<file path="src/rtl/tokenizer_pkg.sv">
// Shared encodings for the keyword tokenizer: token kinds, FSM states,
// delimiter bytes and the "begin"/"end" keyword constants.
package tokenizer_pkg;

  typedef enum logic [1:0] {
    TOK_NONE  = 2'd0,
    TOK_BEGIN = 2'd1,
    TOK_END   = 2'd2,
    TOK_OTHER = 2'd3
  } tok_kind_e;

  typedef enum logic [1:0] {
    ST_IDLE  = 2'd0,
    ST_MATCH = 2'd1,
    ST_OTHER = 2'd2
  } tok_state_e;

  localparam logic [7:0] DELIM_SP  = 8'h20;
  localparam logic [7:0] DELIM_TAB = 8'h09;
  localparam logic [7:0] DELIM_LF  = 8'h0A;
  localparam logic [7:0] DELIM_CR  = 8'h0D;

  localparam logic [39:0] KW_BEGIN     = "begin";
  localparam logic [23:0] KW_END       = "end";
  localparam logic [2:0]  KW_BEGIN_LEN = 3'd5;
  localparam logic [2:0]  KW_END_LEN   = 3'd3;

  function automatic logic is_delim(input logic [7:0] c);
    return (c == DELIM_SP) || (c == DELIM_TAB) || (c == DELIM_LF) || (c == DELIM_CR);
  endfunction

  // Expected character at position p; positions past the keyword never match.
  function automatic logic [7:0] kw_begin_char(input logic [2:0] p);
    case (p)
      3'd0:    return KW_BEGIN[39:32];
      3'd1:    return KW_BEGIN[31:24];
      3'd2:    return KW_BEGIN[23:16];
      3'd3:    return KW_BEGIN[15:8];
      3'd4:    return KW_BEGIN[7:0];
      default: return 8'h00;
    endcase
  endfunction

  function automatic logic [7:0] kw_end_char(input logic [2:0] p);
    case (p)
      3'd0:    return KW_END[23:16];
      3'd1:    return KW_END[15:8];
      3'd2:    return KW_END[7:0];
      default: return 8'h00;
    endcase
  endfunction

endpackage

</file>
<file path="src/rtl/token_fifo.sv">
// Token FIFO: power-of-two depth, async reset, full/empty flags and a
// registered head word so the consumer sees a flop-driven token.
module token_fifo #(
  parameter int DEPTH = 4,
  parameter int W     = 10
) (
  input  logic         clk,
  input  logic         reset,
  input  logic         i_push,
  input  logic [W-1:0] i_din,
  input  logic         i_pop,
  output logic [W-1:0] o_head,
  output logic         o_full,
  output logic         o_empty
);

  localparam int AW = $clog2(DEPTH);
  localparam logic [AW:0]   PTR_ONE  = 1;
  localparam logic [AW-1:0] IDX_ONE  = 1;
  localparam logic [AW:0]   FULL_CNT = (AW+1)'(DEPTH);

  logic [W-1:0] r_mem [DEPTH];
  logic [AW:0]  r_wr;
  logic [AW:0]  r_rd;
  logic [W-1:0] r_head;
  logic [AW:0]  w_count;
  logic         w_push;
  logic         w_pop;
  logic [AW-1:0] w_rd_next;

  assign w_count   = r_wr - r_rd;
  assign o_full    = (w_count == FULL_CNT);
  assign o_empty   = (w_count == '0);
  assign w_push    = i_push && !o_full;
  assign w_pop     = i_pop && !o_empty;
  assign w_rd_next = r_rd[AW-1:0] + IDX_ONE;
  assign o_head    = r_head;

  always_ff @(posedge clk or posedge reset) begin
    if (reset) begin
      for (int i = 0; i < DEPTH; i++) r_mem[i] <= '0;
      r_wr   <= '0;
      r_rd   <= '0;
      r_head <= '0;
    end else begin
      if (w_push) begin
        r_mem[r_wr[AW-1:0]] <= i_din;
        r_wr <= r_wr + PTR_ONE;
      end
      if (w_pop) r_rd <= r_rd + PTR_ONE;
      // Head tracks the entry that will be at the read pointer after this edge.
      if (w_pop) begin
        if (w_count == PTR_ONE) r_head <= w_push ? i_din : '0;
        else                    r_head <= r_mem[w_rd_next];
      end else if (w_push && o_empty) begin
        r_head <= i_din;
      end
    end
  end

endmodule

</file>
<file path="src/rtl/keyword_tokenizer.sv">
// Splits a byte stream into words and classifies each as BEGIN/END/OTHER.
// Define TOKENIZER_CASE_FOLD_EN to fold 'A'-'Z' before keyword comparison.
module keyword_tokenizer
  import tokenizer_pkg::*;
#(
  parameter int DEPTH = 4,
  parameter int LEN_W = 8
) (
  input  logic             clk,
  input  logic             reset,
  input  logic             in_valid,
  input  logic [7:0]       in_data,
  output logic             in_ready,
  input  logic             flush,
  output logic             tok_valid,
  output logic [1:0]       tok_kind,
  output logic [LEN_W-1:0] tok_len,
  input  logic             tok_ready,
  output logic             busy
);

  localparam logic [LEN_W-1:0] LEN_ONE = 1;
  localparam logic [LEN_W-1:0] LEN_MAX = '1;

  tok_state_e       r_state, w_state_a, w_state_n;
  logic [2:0]       r_pos, w_pos_a, w_pos_n;
  logic             r_b_ok, w_b_a, w_b_n;
  logic             r_e_ok, w_e_a, w_e_n;
  logic [LEN_W-1:0] r_len, w_len_a, w_len_n;

  logic             w_fifo_full, w_fifo_empty;
  logic             w_byte_acc, w_flush_acc;
  logic [7:0]       w_c;
  logic             w_push;
  tok_kind_e        w_push_kind;
  logic [LEN_W-1:0] w_push_len;
  logic [LEN_W+1:0] w_head;
  logic             w_pop;

  function automatic logic [7:0] fold(input logic [7:0] c);
`ifdef TOKENIZER_CASE_FOLD_EN
    if (c >= 8'h41 && c <= 8'h5A) return c | 8'h20;
    return c;
`else
    return c;
`endif
  endfunction

  function automatic logic [LEN_W-1:0] sat_inc(input logic [LEN_W-1:0] l);
    return (l == LEN_MAX) ? l : l + LEN_ONE;
  endfunction

  function automatic tok_kind_e classify(input logic b, input logic e, input logic [2:0] p);
    if (b && p == KW_BEGIN_LEN) return TOK_BEGIN;
    if (e && p == KW_END_LEN)   return TOK_END;
    return TOK_OTHER;
  endfunction

  assign in_ready    = !w_fifo_full;
  assign w_byte_acc  = in_valid && in_ready;
  assign w_flush_acc = flush && in_ready;
  assign w_c         = fold(in_data);
  assign busy        = (r_state != ST_IDLE);

  // First the accepted byte advances the word, then flush terminates it.
  always_comb begin
    w_state_a   = r_state;
    w_pos_a     = r_pos;
    w_b_a       = r_b_ok;
    w_e_a       = r_e_ok;
    w_len_a     = r_len;
    w_push      = 1'b0;
    w_push_kind = TOK_NONE;
    w_push_len  = r_len;
    if (w_byte_acc) begin
      if (is_delim(in_data)) begin
        if (r_state != ST_IDLE) begin
          w_push      = 1'b1;
          w_push_kind = classify(r_b_ok, r_e_ok, r_pos);
          w_push_len  = r_len;
          w_state_a   = ST_IDLE;
          w_pos_a     = '0;
          w_b_a       = 1'b0;
          w_e_a       = 1'b0;
          w_len_a     = '0;
        end
      end else begin
        case (r_state)
          ST_IDLE: begin
            w_pos_a   = 3'd1;
            w_len_a   = LEN_ONE;
            w_b_a     = (w_c == kw_begin_char(3'd0));
            w_e_a     = (w_c == kw_end_char(3'd0));
            w_state_a = (w_b_a || w_e_a) ? ST_MATCH : ST_OTHER;
          end
          ST_MATCH: begin
            w_b_a     = r_b_ok && (r_pos < KW_BEGIN_LEN) && (w_c == kw_begin_char(r_pos));
            w_e_a     = r_e_ok && (r_pos < KW_END_LEN) && (w_c == kw_end_char(r_pos));
            w_pos_a   = r_pos + 3'd1;
            w_len_a   = sat_inc(r_len);
            w_state_a = (w_b_a || w_e_a) ? ST_MATCH : ST_OTHER;
          end
          default: w_len_a = sat_inc(r_len);
        endcase
      end
    end

    w_state_n = w_state_a;
    w_pos_n   = w_pos_a;
    w_b_n     = w_b_a;
    w_e_n     = w_e_a;
    w_len_n   = w_len_a;
    if (w_flush_acc && w_state_a != ST_IDLE) begin
      w_push      = 1'b1;
      w_push_kind = classify(w_b_a, w_e_a, w_pos_a);
      w_push_len  = w_len_a;
      w_state_n   = ST_IDLE;
      w_pos_n     = '0;
      w_b_n       = 1'b0;
      w_e_n       = 1'b0;
      w_len_n     = '0;
    end
  end

  always_ff @(posedge clk or posedge reset) begin
    if (reset) begin
      r_state <= ST_IDLE;
      r_pos   <= '0;
      r_b_ok  <= 1'b0;
      r_e_ok  <= 1'b0;
      r_len   <= '0;
    end else begin
      r_state <= w_state_n;
      r_pos   <= w_pos_n;
      r_b_ok  <= w_b_n;
      r_e_ok  <= w_e_n;
      r_len   <= w_len_n;
    end
  end

  assign tok_valid = !w_fifo_empty;
  assign w_pop     = tok_valid && tok_ready;

  token_fifo #(
    .DEPTH (DEPTH),
    .W     (LEN_W + 2)
  ) u_fifo (
    .clk     (clk),
    .reset   (reset),
    .i_push  (w_push),
    .i_din   ({2'(w_push_kind), w_push_len}),
    .i_pop   (w_pop),
    .o_head  (w_head),
    .o_full  (w_fifo_full),
    .o_empty (w_fifo_empty)
  );

  assign tok_kind = w_head[LEN_W+1:LEN_W];
  assign tok_len  = w_head[LEN_W-1:0];

endmodule
</file>
<file path="config.mk">
export PLATFORM = sky130hd
export DESIGN_NAME = keyword_tokenizer
export DESIGN_NICKNAME = d
export VERILOG_FILES = /design/src/rtl/tokenizer_pkg.sv /design/src/rtl/token_fifo.sv /design/src/rtl/keyword_tokenizer.sv
export SDC_FILE = /design/constraint.sdc
export NUM_CORES = 1
export LEC_CHECK = 0
export CAP_MARGIN = 10
export CORE_MARGIN = 2
export CORE_UTILIZATION = 54
export DETAILED_ROUTE_END_ITERATION = 10
export PLACE_DENSITY_LB_ADDON = 0.3
export SYNTH_ARGS = -nofsm -noshare
export SYNTH_HDL_FRONTEND = slang
export SYNTH_HIERARCHICAL = 1
export SYNTH_SLANG_ARGS = --single-unit
</file>
<file path="constraint.sdc">
create_clock -name clk -period 3.3 [get_ports clk]
set_input_delay 0.33 -clock clk [delete_from_list [all_inputs] [get_ports clk]]
set_output_delay 0.33 -clock clk [all_outputs]
set_load 0.05 [all_outputs]
</file>
==> metrics.log, run 1 <==
INFO  metric ctsRootBufferMaster = sky130_fd_sc_hd__clkbuf_8
INFO  metric grt_pass1_vias = ~3300
INFO  metric synth_seq_area_share = 39.5%
INFO  metric share_of_cells_above_drive_strength_1 = a little over a quarter
INFO  metric synthArstFlopShare = 100%
INFO  metric placed_area = about 0.0049 mm²
INFO  metric fin_worst_skew = between 6 and 7 ps
INFO  metric power.share.clock = around an eighth
INFO  metric post_drt_via_cell_ratio = 6.20
INFO  metric antenna_violating_nets_post_route = 0
INFO  metric gr_usage_total = between 20% and 30%
INFO  metric report.power.total = 5560 µW
INFO  metric hold_path.class = input port to async pin
INFO  metric mostFrequentLayoutCells = 71 x sky130_fd_sc_hd__dfrtp_1, 40 x sky130_fd_sc_hd__mux2_4, 30 x sky130_fd_sc_hd__nand2_1
INFO  metric syn2layout_area_growth = 15.5%
INFO  metric synthTopCellsByArea = sky130_fd_sc_hd__dfrtp_1 39%, sky130_fd_sc_hd__mux2_4 13%, sky130_fd_sc_hd__mux4_2 5.0%, sky130_fd_sc_hd__a21oi_1 3.3%, sky130_fd_sc_hd__ha_1 3.3%
INFO  metric slew_viol_final = 0
INFO  metric total_leakage_power = 0.00230 µW
INFO  metric maxCapViolations = 0
INFO  metric slew_headroom = between 50% and 60%
INFO  metric cp-start-kind = register
INFO  metric detail_route.iter0.violations = 189
INFO  metric globalRoute.totalOverflow = 0
INFO  metric clock_sinks = about 70
INFO  metric combinationalPowerShare = between 60 and 70%
INFO  metric dpl.hpwl = between 7000 and 8000 µm
INFO  metric vias = ~3500
INFO  metric p_switching = between 2000 and 2500 µW
INFO  metric final_nets = roughly 480
INFO  metric number_of_enable_type_register_cells_in_the_synthesized_netlist = 0
INFO  metric clk_latency = about 340 ps
INFO  metric grt_setup_unrepaired = yes
INFO  metric yosys_warnings = 6
INFO  metric cts_max_path_buffers = 2
INFO  metric reg2reg_from = u_fifo/r_wr[0]
INFO  metric timing_hold_violations_final = 0
INFO  metric gr-usage-met1 = ~34%
INFO  metric std_cell_rows = 33
INFO  metric core_area = around 0.0081 mm²
INFO  metric critical_path.startpoint = u_fifo/r_wr[0]
INFO  metric place.port_buffers = 25
INFO  metric groute.layer.met2.usage = between 40% and 50%
INFO  metric die-area = approximately 0.009 mm²
INFO  metric met3_usage = between 4 and 5%
INFO  metric antenna_cells = 0
INFO  metric worstPathMaxFanout = 7
INFO  metric gp_routability_congestion = ~0.96
INFO  metric ys_dominant_reg_cell = sky130_fd_sc_hd__dfrtp_1
INFO  metric htreeDepth = 3
INFO  metric setup.worst_path.end_class = register
INFO  metric initial_utilization = ~55%
INFO  metric numCtsBuffers = 9
INFO  metric pwr_per_cell_area = 1070 mW/mm²
INFO  metric ys_seq_elements = 71
INFO  metric post_cts_hold_buffer_count = 0
INFO  metric worst-endpoint-arrival = between 3000 and 4000 ps
INFO  metric cts.reportedPaths.clkPinSlew = 70 ps
INFO  metric synth_area = around 0.0045 mm²
INFO  metric tightest_slew = 623 ps
INFO  metric ir_worst_vdd = between 0.7 and 0.8 mV
INFO  metric grt_most_used_layer = met2
INFO  metric post_synth_inst_count = 410
INFO  metric wl = around 11000 µm
INFO  metric num-fill-cells = roughly 630
INFO  metric fmax = between 300 and 400 MHz
INFO  metric most_common_cell_after_layout_fill_and_taps_aside = sky130_fd_sc_hd__dfrtp_1
INFO  metric antenna_found_initial = 0
INFO  metric crit_required = roughly 3600 ps
INFO  metric power_internal = between 3000 and 4000 µW
INFO  metric drt-wirelength-per-cell = around 19 µm
INFO  metric synth_top_area_cell = sky130_fd_sc_hd__dfrtp_1
INFO  metric fin_crit = approximately 3200 ps
INFO  metric finish.instance_area = 0.00520 mm²
INFO  metric timing.final.setup_violations = 0
INFO  metric synth.net_count = ~440
INFO  metric drt_pre_antenna_iters = 5
INFO  metric yosys.area.top_type_share = 39.5%
INFO  metric die_w = around 95 µm
INFO  metric worst_path_class_setup = register to register
INFO  metric outcome = finished clean
INFO  metric seq_power_share = around a quarter
INFO  metric grt_max_degree = 29
INFO  metric synth_cell_types = 71
INFO  metric post_synth.cell_area_avg = ~11 µm²
INFO  metric hold-worst-slack = between 400 and 500 ps
INFO  metric sw_frac_of_total = between 40% and 50%
INFO  metric tritoncts = built
INFO  metric num_io_pins = 26
INFO  metric first_pass_grt_wire_length = 17100 µm
INFO  metric die-height = around 95 µm
INFO  metric remaining_drc_errors = 0
INFO  metric post-route-period-util = 96.6%
[metal layers]
metal  vias to the layer above  wire length, µm
met1                      1736             4610
met4                         0              152
met3                        18              634
li1                       1597                -
met2                       106             5410
met5                         -                0
[stage by stage]
step | setup slack (ps) | instances | util [%] | TNS [ps]
3_5_place_dp | -35.0 | 539 | 60.3 | -35.0
2_1_floorplan | 9.12 | 410 | - | 0
3_3_place_gp | 106 | 539 | 60.3 | 0
5_1_grt | -108 | 558 | 63.9 | -271
6_report | 111 | 558 | 63.9 | 0
4_1_cts | 43.2 | 553 | 62.8 | 0
[cell usage after synthesis (3+ instances only)]
cell                       number
sky130_fd_sc_hd__dfrtp_1       71
sky130_fd_sc_hd__nand2_1       31
sky130_fd_sc_hd__o32a_1        11
sky130_fd_sc_hd__and2_1         3
sky130_fd_sc_hd__o211ai_1       5
sky130_fd_sc_hd__nor3_1         6
sky130_fd_sc_hd__a31oi_1        5
sky130_fd_sc_hd__buf_2          8
sky130_fd_sc_hd__xnor2_1        6
sky130_fd_sc_hd__and2_4         4
sky130_fd_sc_hd__a32oi_1        3
sky130_fd_sc_hd__buf_6          4
sky130_fd_sc_hd__nor2_1        30
sky130_fd_sc_hd__nor2_2         3
sky130_fd_sc_hd__and4_1         3
sky130_fd_sc_hd__o21ai_0        9
sky130_fd_sc_hd__a21oi_1       30
sky130_fd_sc_hd__and3_1        11
sky130_fd_sc_hd__nor2b_1        7
sky130_fd_sc_hd__nand4_1        5
sky130_fd_sc_hd__a221oi_1       3
sky130_fd_sc_hd__mux2_4        40
sky130_fd_sc_hd__inv_1         15
sky130_fd_sc_hd__ha_1          12
sky130_fd_sc_hd__clkbuf_1       8
sky130_fd_sc_hd__mux4_2        10
sky130_fd_sc_hd__mux2i_1        4
sky130_fd_sc_hd__nand3_1        8
[kinds of logic after synthesis]
logic type	count (synthesis)	synth area share, %
xor gates and xnor gates	8	1.89
AOI/OAI and AO/OA	95	15.2
and+or+nand+nor	128	15.3
DFF	71	39.5
muxes	56	19.7
buffers and inverters	39	4.61
adders and majority gates	13	3.78
[worst paths after layout]
kind                                          to  slack [ps]  depth (start not counted)
min in group clk                  u_fifo/r_wr[2]         500                          1
worst max register to register  u_fifo/o_head[8]         110                         14
max in group asynchronous       u_fifo/r_mem[26]        2230                          3
worst max-delay path            u_fifo/o_head[8]         110                         14
worst min register to register    u_fifo/r_wr[2]         500                          1
worst min-delay path            u_fifo/r_mem[35]         420                          2
[worst max-delay path: stages, from the launching register on]
cell,delay [ps]
sky130_fd_sc_hd__dfrtp_1,380
sky130_fd_sc_hd__inv_1,70
sky130_fd_sc_hd__ha_1,210
sky130_fd_sc_hd__fa_1,390
sky130_fd_sc_hd__xnor3_2,280
sky130_fd_sc_hd__nor2_2,230
sky130_fd_sc_hd__inv_2,70
sky130_fd_sc_hd__nand2_2,150
sky130_fd_sc_hd__nor3_4,80
sky130_fd_sc_hd__a221oi_1,390
sky130_fd_sc_hd__nor2b_1,110
sky130_fd_sc_hd__a32oi_2,350
sky130_fd_sc_hd__nand2_1,100
sky130_fd_sc_hd__a21oi_1,150
sky130_fd_sc_hd__o32a_1,150
[power by group through the flow]
stage                     clock (µW)  sequential [µW]  combinational [µW]
after floorplan                    0             1510                2390
after global placement             0             1370                3250
after detailed placement           0             1380                3340
after CTS                        716             1370                3370
after global routing             758             1410                3730
final                            700             1380                3480
[sequential cells by signal (all words and copies together), names as in the netlist]
register       cells
r_pos              3
r_b_ok             1
r_state            2
r_e_ok             1
u_fifo/o_head     10
u_fifo/r_mem      40
r_len              8
u_fifo/r_rd        3
u_fifo/r_wr        3
[layout make-up]
class | count | area, µm² | area share (%)
sequential | 71 | 1780 | 34.2
tap | 105 | 131 | 2.53
clock buffer | 11 | 151 | 2.91
multi-input combinational | 300 | 2550 | 49.2
timing repair buffer | 53 | 483 | 9.29
clock inverter | 3 | 43.8 | 0.843
inverter | 15 | 56.3 | 1.08
[repair_timing]
item                                    4_1_cts  5_1_grt
gates cloned                                  0        0
pin swaps                                     0        3
resized for setup                             2        7
endpoints found under the setup margin        2       50
setup buffers                                 0        5
hold endpoints to repair                      0        0
Note: power is estimated with default switching activity, not from simulation.
==> run 2, diff against run 1 <==
--- a/config.mk
+++ b/config.mk
@@ -8,6 +8,7 @@
 export CAP_MARGIN = 10
 export CORE_MARGIN = 2
 export CORE_UTILIZATION = 54
+export CTS_CLUSTER_DIAMETER = 30
 export DETAILED_ROUTE_END_ITERATION = 10
 export PLACE_DENSITY_LB_ADDON = 0.3
 export SYNTH_ARGS = -nofsm -noshare
==> results of run 2 <==
Same layout as run 1: the final DEF is identical, and so are final timing and power.
